### config.mk
export PLATFORM = sky130hd
export DESIGN_NAME = prod_accumulator
export DESIGN_NICKNAME = d
export VERILOG_FILES = /design/src/rtl/mult_pkg.sv /design/src/rtl/tt_sync_edge.sv /design/src/rtl/prod_accumulator.sv
export SDC_FILE = /design/constraint.sdc
export NUM_CORES = 1
export LEC_CHECK = 0
export CAP_MARGIN = 20
export CORE_MARGIN = 4
export CORE_UTILIZATION = 45
export CTS_CLUSTER_DIAMETER = 30
export CTS_CLUSTER_SIZE = 24
export DETAILED_ROUTE_END_ITERATION = 7
export DONT_BUFFER_PORTS = 1
export PLACE_DENSITY_LB_ADDON = 0.15
export SYNTH_ARGS = -nofsm -noshare
export SYNTH_HDL_FRONTEND = slang
export SYNTH_HIERARCHICAL = 1
export SYNTH_SLANG_ARGS = --single-unit
### constraint.sdc
create_clock -name clk -period 3.5 [get_ports clk]
set_clock_uncertainty 0.2 [all_clocks]
set_input_delay 0.175 -clock clk [delete_from_list [all_inputs] [get_ports clk]]
set_output_delay 0.175 -clock clk [all_outputs]
set_load 0.05 [all_outputs]
### src/rtl/mult_pkg.sv
// Shared types and constants for the multiplier tile: accumulator FSM states,
// width limits, batch-length encoding and status-byte layout.
package mult_pkg;

    typedef enum logic [1:0] {
        IDLE  = 2'd0,
        ACCUM = 2'd1,
        DONE  = 2'd2
    } state_t;

    localparam int ACC_W_MAX = 12;

    // A 4-bit length field of zero stands for a full batch of 16 products.
    localparam logic [4:0] LEN_ZERO_IS_16 = 5'd16;

    localparam int STAT_DONE_BIT = 7;
    localparam int STAT_OVF_BIT  = 6;
    localparam int STAT_BUSY_BIT = 5;

    function automatic logic [4:0] decode_len(input logic [3:0] len);
        return (len == 4'd0) ? LEN_ZERO_IS_16 : {1'b0, len};
    endfunction

endpackage

### src/rtl/tt_sync_edge.sv
// Two-flop synchronizer for an asynchronous pin, plus a history flop that
// turns the synchronized level into a one-cycle rising-edge pulse.
module tt_sync_edge #(
    parameter bit RST_VAL = 1'b0
) (
    input  logic clk,
    input  logic rst_n,
    input  logic pin,
    output logic level,
    output logic rise
);

    logic s1;
    logic s2;
    logic s3;

    // NOTE: sequential state uses non-blocking assignments so every flop
    // samples the pre-edge value of its neighbour, forming a true shift chain.
    always_ff @(posedge clk or negedge rst_n) begin
        if (!rst_n) begin
            s1 <= RST_VAL;
            s2 <= RST_VAL;
            s3 <= RST_VAL;
        end else begin
            s1 <= pin;
            s2 <= s1;
            s3 <= s2;
        end
    end

    assign level = s2;
    assign rise  = s2 & ~s3;

endmodule

### src/rtl/prod_accumulator.sv
// Sums a programmable batch of 1..16 multiplier products into a saturating
// accumulator, driven by synchronized strobe/clear pins; byte-wide readout.
module prod_accumulator
    import mult_pkg::*;
#(
    parameter int ACC_W = 12
) (
    input  logic             clk,
    input  logic             rst_n,
    input  logic [7:0]       prod_i,
    input  logic             strobe_i,
    input  logic             clear_i,
    input  logic [3:0]       len_i,
    input  logic             sel_i,
    output logic [7:0]       byte_o,
    output logic [ACC_W-1:0] acc_o,
    output logic             done_o,
    output logic             busy_o,
    output logic             ovf_o
);

    if (ACC_W < 8 || ACC_W > ACC_W_MAX) begin : g_acc_w_check
        $error("prod_accumulator: ACC_W must lie in 8..12");
    end

    localparam logic [ACC_W-1:0] ACC_MAX = '1;

    logic accept;
    logic strobe_level_unused;
    logic clr;
    logic clr_rise_unused;

    // Strobe resets high so a pin already high at reset release is not an edge.
    tt_sync_edge #(.RST_VAL(1'b1)) u_strobe_sync (
        .clk   (clk),
        .rst_n (rst_n),
        .pin   (strobe_i),
        .level (strobe_level_unused),
        .rise  (accept)
    );

    tt_sync_edge #(.RST_VAL(1'b0)) u_clear_sync (
        .clk   (clk),
        .rst_n (rst_n),
        .pin   (clear_i),
        .level (clr),
        .rise  (clr_rise_unused)
    );

    state_t           state_q, state_d;
    logic [ACC_W-1:0] acc_q,   acc_d;
    logic [4:0]       cnt_q,   cnt_d;
    logic [4:0]       len_q,   len_d;
    logic             ovf_q,   ovf_d;

    logic [ACC_W:0]   sum;
    logic [4:0]       cnt_inc;

    assign sum     = (ACC_W+1)'(acc_q) + (ACC_W+1)'(prod_i);
    assign cnt_inc = cnt_q + 5'd1;

    always_ff @(posedge clk or negedge rst_n) begin
        if (!rst_n) begin
            state_q <= IDLE;
            acc_q   <= '0;
            cnt_q   <= '0;
            len_q   <= LEN_ZERO_IS_16;
            ovf_q   <= 1'b0;
        end else begin
            state_q <= state_d;
            acc_q   <= acc_d;
            cnt_q   <= cnt_d;
            len_q   <= len_d;
            ovf_q   <= ovf_d;
        end
    end

    // NOTE: every next-state value gets its hold default first, so no path
    // through the case statement can leave a signal unassigned (no latches).
    always_comb begin
        state_d = state_q;
        acc_d   = acc_q;
        cnt_d   = cnt_q;
        len_d   = len_q;
        ovf_d   = ovf_q;

        if (clr) begin
            state_d = IDLE;
            acc_d   = '0;
            cnt_d   = '0;
            ovf_d   = 1'b0;
        end else begin
            unique case (state_q)
                IDLE: begin
                    if (accept) begin
                        acc_d   = ACC_W'(prod_i);
                        cnt_d   = 5'd1;
                        len_d   = decode_len(len_i);
                        state_d = (decode_len(len_i) == 5'd1) ? DONE : ACCUM;
                    end
                end
                ACCUM: begin
                    if (accept) begin
                        if (sum[ACC_W]) begin
                            acc_d = ACC_MAX;
                            ovf_d = 1'b1;
                        end else begin
                            acc_d = sum[ACC_W-1:0];
                        end
                        cnt_d = cnt_inc;
                        if (cnt_inc == len_q) begin
                            state_d = DONE;
                        end
                    end
                end
                DONE: begin
                    // Result is frozen until clear or reset.
                end
                default: begin
                    state_d = IDLE;
                end
            endcase
        end
    end

    assign acc_o  = acc_q;
    assign ovf_o  = ovf_q;
    assign done_o = (state_q == DONE);
    assign busy_o = (state_q == ACCUM);

    logic [ACC_W_MAX-1:0] acc_ext;
    logic [7:0]           status;

    assign acc_ext = ACC_W_MAX'(acc_q);

    always_comb begin
        status                = '0;
        status[STAT_DONE_BIT] = done_o;
        status[STAT_OVF_BIT]  = ovf_q;
        status[STAT_BUSY_BIT] = busy_o;
        status[3:0]           = acc_ext[11:8];
    end

    assign byte_o = sel_i ? status : acc_q[7:0];

endmodule

# == Word-level counts from Yosys, hierarchy flattened ==
# Cells that the tools add are included.
# word_totals
ff_bits,30
latchBits,0
ram_bits,0
rom_bits,0
output_inout_bits,23
wordCells,54
n_memories,0
# classes
addsub,2
mul,0
div_mod_pow,0
order_cmp,0
n_eq_ne,8
shifts,0
n_mux,21
bitwise,3
n_reduce_logical,10
# ops
op,n
12-bit two-way mux,4
12-bit case mux with 2 select lines,1
5-bit two-way mux,4
12-bit by 8-bit adder with 13-bit output,1
2-bit two-way mux,5
5-bit case mux with 2 select lines,1
3-bit AND reduction,3
8-bit two-way mux,1
"3-bit by 1-bit != test with 1-bit output, second input constant",2
2-bit case mux with 3 select lines,1
2-bit nonzero test,3
"5-bit by 1-bit adder with 5-bit output, second input constant",1
"5-bit by 1-bit == test with 1-bit output, second input constant",1
5-bit == test,1
4-bit zero test,1
1-bit two-way mux,4
4-bit AND reduction,1
"3-bit by 2-bit != test with 1-bit output, second input constant",1
3-bit nonzero test,1
"2-bit by 1-bit == test with 1-bit output, second input constant",1
"2-bit == test, second input constant",1
2-bit zero test,1
"2-bit by 1-bit != test with 1-bit output, second input constant",1
1-bit inverter,2
1-bit bitwise AND,1

# == Longest topological paths before layout ==
# Gate-level depths: netlist of the first run.
# depth
word_depth,7
ltp_mapped,7

# == Cells and area by module ==
# Netlist of the first run, hierarchy kept.
# by_module_without_submodules
module,n_inst,cells_per_inst,area_each_um2,seq_area_each_um2
prod_accumulator,1,174,1719.1,626.9
tt_sync_edge (u_strobe_sync),1,4,92.6,78.8
tt_sync_edge (u_clear_sync),1,4,88.8,75.1

# == Worst setup path after synthesis of the first run ==
# OpenSTA, ideal clock, no wires.
# synth_timing
path_type,register -> register
from,register acc_q[0] (netlist: acc_o[0])
to,register acc_q[9] (netlist: acc_o[9])
arrival_time_ps,2347
required_ps,3182
path_slack_ps,835
path_stages_with_launch,8
n_path_buf,0
period_less_slack_ps,2665
cell_sequence,dfrtp_1 > ha_1 > fa_1 > a211oi_1 > o21a_1 > nor4_4 > a221o_1 > a21o_1
# synth_via
elab_chain_cells,5
# synth_lines
item,line,text
"start, declared",prod_accumulator.sv:51,"logic [ACC_W-1:0] acc_q, acc_d;"
"start signal, assigned",prod_accumulator.sv:65,acc_q <= '0;
"start signal, assigned",prod_accumulator.sv:71,acc_q <= acc_d;
12-bit by 8-bit adder with 13-bit output,prod_accumulator.sv:59,assign sum = (ACC_W+1)'(acc_q) + (ACC_W+1)'(prod_i);
12-bit two-way mux,prod_accumulator.sv:104,if (sum[ACC_W]) begin
12-bit two-way mux,prod_accumulator.sv:103,if (accept) begin
12-bit case mux with 2 select lines,prod_accumulator.sv:93,unique case (state_q)
12-bit two-way mux,prod_accumulator.sv:87,if (clr) begin
# Every way passes these cells. The select of a mux whose other input is x is not followed.
# A chain may end at the register's enable or synchronous reset.

# == Worst setup path in the final report of the first run ==
# Ends and elaborated chain as after synthesis.

==> results of run 1 <==
[power by group]
part	switching (W)	internal (W)
registers	0.0000446	0.000371
logic	0.0000942	0.0000801
clock network	0.000136	0.000209
[worst max-delay path, cell delays in order, from the launching register on]
cell and delay [ns]:
dfrtp_1 0.58, ha_1 0.33, fa_1 0.43, a211oi_1 0.32, o21a_1 0.25, nor4_4 0.08
a221o_1 0.34, a21o_1 0.18
[per-stage QoR]
step	hold WS, ns	power [W]	setup slack [ns]	util, %
after floorplan	-0.321	0.000545	0.835	-
after global placement	-0.319	0.000566	0.749	47.9
after detailed placement	-0.319	0.000569	0.709	47.9
after CTS	0.0171	0.000944	0.684	55.1
after global routing	0.0395	0.000984	0.525	55.1
final	0.0239	0.000935	0.683	55.1
[worst max path at each step]
stage	cells past startpoint	slack (ns)	endpoint	start
floorplan	7	0.84	acc_o[9]	acc_o[0]
global placement	7	0.75	acc_o[9]	acc_o[0]
detailed placement	7	0.71	acc_o[9]	acc_o[0]
CTS	7	0.68	acc_o[9]	acc_o[0]
global route	7	0.53	acc_o[2]	acc_o[0]
finish	7	0.68	acc_o[9]	acc_o[0]
[layer usage]
metal	track usage, %	vias up	wire length [um]
li1	-	715	-
met1	26.6	732	2110
met2	28.5	52	2010
met3	5.82	7	366
met4	6.89	0	63
met5	0	-	0
[area by class of cell]
class | count | area (um^2)
fill | 364 | 1800
multi-input combinational | 139 | 1060
sequential | 30 | 756
timing repair buffer | 20 | 203
clock buffer | 5 | 68.8
tap | 50 | 62.6
clock inverter | 3 | 40.0
inverter | 4 | 15.0
[sequential cells by signal (all words and copies together) (netlist names)]
register	flops
acc_o	12
u_strobe_sync/s3	1
u_strobe_sync/level	1
u_clear_sync/level	1
ovf_o	1
state_q	2
u_strobe_sync/s1	1
cnt_q	5
u_clear_sync/s1	1
len_q	5
[repair_timing]
action	in CTS	in global routing
setup buffers	0	0
hold buffers	17	0
hold endpoints to repair	47	0
==> results_dict.tcl, run 1 <==
set metrics [dict create \
    initial_core_util_pct 46.5 \
    worstHoldStart "len_i[3]" \
    reg2regPathDepth 7 \
    synth_area_per_cell_um2 10.3 \
    min_period_ns 2.82 \
    cts-buffers-inserted 5 \
    routabilityCongestion 0.820 \
    setup_viol 0 \
    cts_htree_levels 2 \
    final_cell_mix "26 x dfrtp_1, 16 x dlygate4sd3_1, 13 x nand2_1" \
    post-dp-hpwl_um 3190 \
    critical_path_class "reg2reg" \
    required_ns 3.48 \
    rows 23 \
    ant_nets 0 \
    yosysWarnings 6 \
    final_common_cell "dfrtp_1" \
    power_density_nw_per_um2 424 \
    cp.arrival_ns 2.80 \
    r2r-end "acc_o[9]" \
    hold_viol 0 \
    finalSetupTns_ns 0 \
    critPathCaptureType "flop" \
    grt.total_usage_pct 19.3 \
    synth_nets 207 \
    worst_slew_pin_slew_ns 0.930 \
    num_antenna_cells 0 \
    wl_per_cell_um 18.1 \
    overflow 0 \
    max_freq_mhz 355 \
    clkTransAtPathRegs_ns 0.07 \
    grt_pass1_wl_um 7690 \
    grt_max_degree 31 \
    hp-class "in2reg" \
    post-route-period-util_pct 80.5 \
    io_buffers 0 \
    die_y_um 72.3 \
    nNetsFinal 227 \
    syn_to_final_growth_pct 18.3 \
    grt_pass1_vias 1550 \
    die_width_um 72.3 \
    p_leak_nw 0.949 \
    whs_endpoint "state_q[1]" \
    relSlewSlack_pct 37.8 \
    crit_path_start_kind "flop" \
    placed_area_um2 1910 \
    drc 0 \
    antenna_found_initial 0 \
    die_area_um2 5230 \
    syn-cell-area_um2 1860 \
    ir_drop_mv 0.280 \
    slew_violations 0 \
    instances_no_fill 251 \
    hold_path_depth 3 \
    critPathMaxFanout 4 \
    core_um2 4000 \
    clock_latency_ns 0.28 \
    post_cts_resized 0 \
    r2r_setup_slack_ns 0.68 \
    status "complete, no violations" \
    first_pass_iters 4 \
    vias_per_cell 6.00 \
    clock-sinks 30 \
    r2r-start "acc_o[0]" \
    drt-total-wl_um 4560 \
    drtIter0Drc 116 \
    cap_viol_max_count 0 \
    cts_tree "yes" \
    post-place-cells 226 \
    fin_area_um2 2200 \
    syn_inst 180 \
    clockBufferDepth 2 \
    drive_above_1_share_pct 18.4 \
    via_count 1506 \
    pin_count 40 \
    clock-root-buffer "clkbuf_8" \
    rsz0062_at_grt "no" \
]
(Power assumes the default switching activity.)
==> inputs of run 2 (changes only) <==
==> constraint.sdc (replaced) <==
create_clock -name clk -period 2.8 [get_ports clk]
set_clock_uncertainty 0.2 [all_clocks]
set_input_delay 0.14 -clock clk [delete_from_list [all_inputs] [get_ports clk]]
set_output_delay 0.14 -clock clk [all_outputs]
set_load 0.05 [all_outputs]
==> results_dict.tcl, run 2 (synthesis results as in run 1) <==
set metrics [dict create \
    clkTransAtPathRegs_ns 0.06 \
    largest_reg_flops 12 \
    post_cts_buffers 0 \
    cts-buffers-inserted 5 \
    overflow 0 \
    syn_to_final_growth_pct 21.4 \
    r2r-end "acc_o[2]" \
    r2r_setup_slack_ns 0.28 \
    cts_htree_levels 2 \
    pin_count 40 \
    routabilityCongestion 0.863 \
    die_width_um 72.3 \
    holdWs_ns 0.00255 \
    clock-root-buffer "clkbuf_8" \
    min_period_ns 2.59 \
    nNetsFinal 237 \
    cts_tree "yes" \
    rsz0062_at_grt "no" \
    ctsHoldBuffers 17 \
    drc 0 \
    hp-class "in2reg" \
    post-dp-hpwl_um 3240 \
    grt_pass1_vias 1561 \
    hold_viol 0 \
    critical_path_class "in2reg" \
    crit_path_start_kind "primary input" \
    initial_core_util_pct 46.5 \
    reg2regPathDepth 7 \
    critPathMaxFanout 3 \
    hold_path_depth 3 \
    critPathCaptureType "flop" \
    vias_per_cell 5.83 \
    die_y_um 72.3 \
    r2r-start "acc_o[0]" \
    first_pass_iters 4 \
    final_common_cell "dfrtp_1" \
    worstHoldStart "len_i[2]" \
    core_um2 4000 \
    grt_max_degree 31 \
    rows 23 \
    setup_viol 0 \
    whs_endpoint "state_q[1]" \
    post_cts_resized 0 \
    cp.arrival_ns 2.53 \
    num_antenna_cells 0 \
    wl_per_cell_um 17.3 \
    drt-total-wl_um 4520 \
    relSlewSlack_pct 51.5 \
    die_area_um2 5230 \
    via_count 1521 \
    cap_viol_max_count 0 \
    worst_slew_pin_slew_ns 0.725 \
    finalSetupTns_ns 0 \
    clock_latency_ns 0.28 \
    ant_nets 0 \
    ir_drop_mv 0.358 \
    p_leak_nw 0.993 \
    io_buffers 0 \
    timing.final.ws_setup_ns 0.211 \
    place_ws_ns 0.314 \
    drtIter0Drc 89 \
    clock-sinks 30 \
    final_cell_mix "26 x dfrtp_1, 16 x dlygate4sd3_1, 13 x nand2_1, 13 x buf_4, 11 x mux2_2" \
    power_density_nw_per_um2 489 \
    slew_violations 0 \
    antenna_found_initial 0 \
    required_ns 2.75 \
    drive_above_1_share_pct 21.8 \
    max_freq_mhz 386 \
    post-route-period-util_pct 92.5 \
    grt.total_usage_pct 19.0 \
    grt_pass1_wl_um 7700 \
    status "complete, no violations" \
    clockBufferDepth 2 \
]
==> run 2: changes by cell type in the layout (fill, tap and decap cells not counted), sizes merged <==
cell	change
bufinv	-1
buf	+10
clkbuf	+2
clkinv	-1
==> run 2: worst max path at each step <==
stage,startpoint,end,slack [ns],cells past startpoint
after CTS,prod_i[0],acc_o[2],0.22,8
after global placement,acc_o[0],acc_o[9],0.36,7
after global routing,prod_i[0],acc_o[2],0.01,8
final,prod_i[0],acc_o[2],0.21,8
after floorplan,acc_o[0],acc_o[9],0.14,7
after detailed placement,acc_o[0],acc_o[9],0.31,7
==> run 2: critical path, cell delays in order <==
cell and delay [ns]:
dlygate4sd3_1 0.56, ha_1 0.25, fa_1 0.43, a211oi_1 0.31, o21a_1 0.27, nor3_1 0.11, a2111oi_1 0.37, nor4_1 0.08
==> run 2: metrics by stage <==
| stage | power [W] | instance area, um^2 | util [%] | std cells |
|---|---|---|---|---|
| 2_1_floorplan | 0.000682 | 1860 | - | 180 |
| 3_3_place_gp | 0.000722 | 1990 | 49.7 | 236 |
| 3_5_place_dp | 0.000727 | 1990 | 49.7 | 236 |
| 4_1_cts | 0.00112 | 2260 | 56.5 | 261 |
| 5_1_grt | 0.00117 | 2260 | 56.5 | 261 |
| 6_report | 0.00111 | 2260 | 56.5 | 261 |
==> run 2: routing by layer <==
| layer | vias to the layer above | global-route usage (%) | part of all wire (%) |
|---|---|---|---|
| li1 | 733 | - | - |
| met1 | 715 | 25.4 | 45 |
| met2 | 65 | 28.6 | 45 |
| met3 | 8 | 7.48 | 9.8 |
| met4 | 0 | 5.01 | 0.89 |
| met5 | - | 0 | 0 |
==> run 2: cell type report <==
type / instances / area [um^2]
well taps: 50 / 62.6
clock buffers: 7 / 86.3
inverters: 4 / 15.0
repair buffers: 30 / 278
multi-input cells: 139 / 1060
clock inverters: 1 / 5.00
flip-flops and latches: 30 / 756
fillers: 361 / 1740
==> run 2: where the power goes <==
group	internal (W)	total (W)	switching [W]
clock network	0.000198	0.000356	0.000158
logic	0.000111	0.000263	0.000152
registers	0.000464	0.000487	0.0000231
==> inputs of run 3 (changes only) <==
--- a/config.mk
+++ b/config.mk
@@ -7,7 +7,7 @@
 export LEC_CHECK = 0
 export CAP_MARGIN = 20
 export CORE_MARGIN = 4
-export CORE_UTILIZATION = 45
+export CORE_UTILIZATION = 55
 export CTS_CLUSTER_DIAMETER = 30
 export CTS_CLUSTER_SIZE = 24
 export DETAILED_ROUTE_END_ITERATION = 7
==> constraint.sdc (replaced) <==
create_clock -name clk -period 3.17 [get_ports clk]
set_clock_uncertainty 0.2 [all_clocks]
set_input_delay 0.1585 -clock clk [delete_from_list [all_inputs] [get_ports clk]]
set_output_delay 0.1585 -clock clk [all_outputs]
set_load 0.05 [all_outputs]
==> results_dict.tcl, run 3 (synthesis results as in run 1) <==
set metrics [dict create \
    status "complete, but fails checks" \
    violations "hold timing" \
    ant_nets 0 \
    grt_pass1_wl_um 7470 \
    hp-class "in2reg" \
    post-place-cells 223 \
    max_freq_mhz 387 \
    post_cts_resized 0 \
    finalCoreUtilization_pct 68.5 \
    crit_path_start_kind "flop" \
    overflow 0 \
    crit_start "acc_o[3]" \
    critPathMaxFanout 4 \
    antenna_found_initial 0 \
    rsz0062_at_grt "no" \
    holdWs_ns -0.00193 \
    drc 0 \
    min_period_ns 2.58 \
    p_leak_nw 0.939 \
    ir_drop_mv 0.323 \
    drtIter0Drc 167 \
    syn_to_final_growth_pct 16.1 \
    post_cts_buffers 0 \
    final_cell_mix "26 x dfrtp_1, 16 x dlygate4sd3_1, 13 x nand2_1" \
    nNetsFinal 230 \
    critical_path_class "reg2reg" \
    num_antenna_cells 0 \
    clkTransAtPathRegs_ns 0.10 \
    relSlewSlack_pct 37.3 \
    die_y_um 66.2 \
    drt-total-wl_um 4370 \
    largest_reg_flops 12 \
    cap_viol_max_count 0 \
    power_density_nw_per_um2 406 \
    cts-buffers-inserted 5 \
    via_count 1508 \
    post-route-period-util_pct 81.5 \
    routabilityCongestion 0.916 \
    wl_per_cell_um 17.6 \
    critPathCaptureType "flop" \
    grt_max_degree 31 \
    setup_viol 0 \
    clock_latency_ns 0.34 \
    drive_above_1_share_pct 19.1 \
    required_ns 3.20 \
    die_area_um2 4380 \
    slew_violations 0 \
    grt.total_usage_pct 23.0 \
    power_w 0.000878 \
    core_um2 3150 \
    instances_no_fill 248 \
    pin_count 40 \
    cts_htree_levels 2 \
    r2r-start "acc_o[3]" \
    worst_slew_pin_slew_ns 0.939 \
    io_buffers 0 \
    finalSetupTns_ns 0 \
    final_common_cell "dfrtp_1" \
    cts_tree "yes" \
    fillers 270 \
    hold_viol 1 \
    post-dp-hpwl_um 3160 \
    grt_pass1_vias 1523 \
    rows 20 \
    clock-sinks 30 \
    initial_core_util_pct 59.0 \
    clockBufferDepth 2 \
    cp.arrival_ns 2.62 \
    first_pass_iters 5 \
    die_width_um 66.2 \
    vias_per_cell 6.08 \
    clock-root-buffer "clkbuf_4" \
    worstHoldStart "prod_i[2]" \
]
[run 3: cell types whose count changed in the layout (fill, tap and decap cells not counted), sizes merged]
cell and delta:
clkinv +1, clkbuf -1, buf -7
[run 3: report_power, final]
part,leakage (nW),switching (W),internal [W]
registers,0.387,0.0000373,0.000409
logic,0.520,0.000116,0.0000914
clock network,0.0320,0.000140,0.0000843
total,0.939,0.000293,0.000585
[run 3: routing by layer]
layer  routed length (um)  GRT usage (%)  part of all wire, %
met1                 1940           31.7                   44
met2                 1920           33.2                   44
met3                  447           8.50                   10
met4                   62           7.11                  1.4
met5                    0              0                    0
[run 3: final timing paths]
check | slack [ns] | cells after the start | endpoint
worst max-delay path | 0.59 | 6 | acc_o[9]
worst min-delay path | -0.002 | 3 | acc_o[2]
worst max register to register | 0.59 | 6 | acc_o[9]
worst min register to register | 0.16 | 0 | u_clear_sync/level
max in group asynchronous | 2.49 | 2 | u_strobe_sync/s3
min in group asynchronous | 0.05 | 2 | acc_o[8]
[run 3: layout make-up]
cell class / instances / area (um^2) / share of cell area (%)
inverters: 4 / 15.0 / 0.695
repair buffers: 23 / 225 / 10.4
clock inverters: 2 / 10.0 / 0.463
multi-input cells: 139 / 1060 / 49.0
well taps: 44 / 55.1 / 2.55
clock buffers: 6 / 41.3 / 1.91
flip-flops and latches: 30 / 756 / 35.0
[run 3: repair_timing]
item	in CTS	in global routing
hold endpoints to repair	47	0
setup endpoints to repair	0	0
hold buffers	17	0
[run 3: critical path, stage by stage, from the launching register on]
cell and delay [ns]:
dfrtp_1 0.61, ha_1 0.46, o21ai_0 0.13, o211ai_1 0.25, a41oi_1 0.25, a221o_1 0.41
a21o_1 0.18
[run 3: stage by stage]
step	hold slack [ns]	area, um^2	worst slack [ns]
final	-0.00193	2160	0.586
after global routing	0.0322	2160	0.432
after CTS	0.000497	2160	0.590
after detailed placement	-0.336	1930	0.607
after global placement	-0.336	1930	0.641
after floorplan	-0.337	1860	0.505
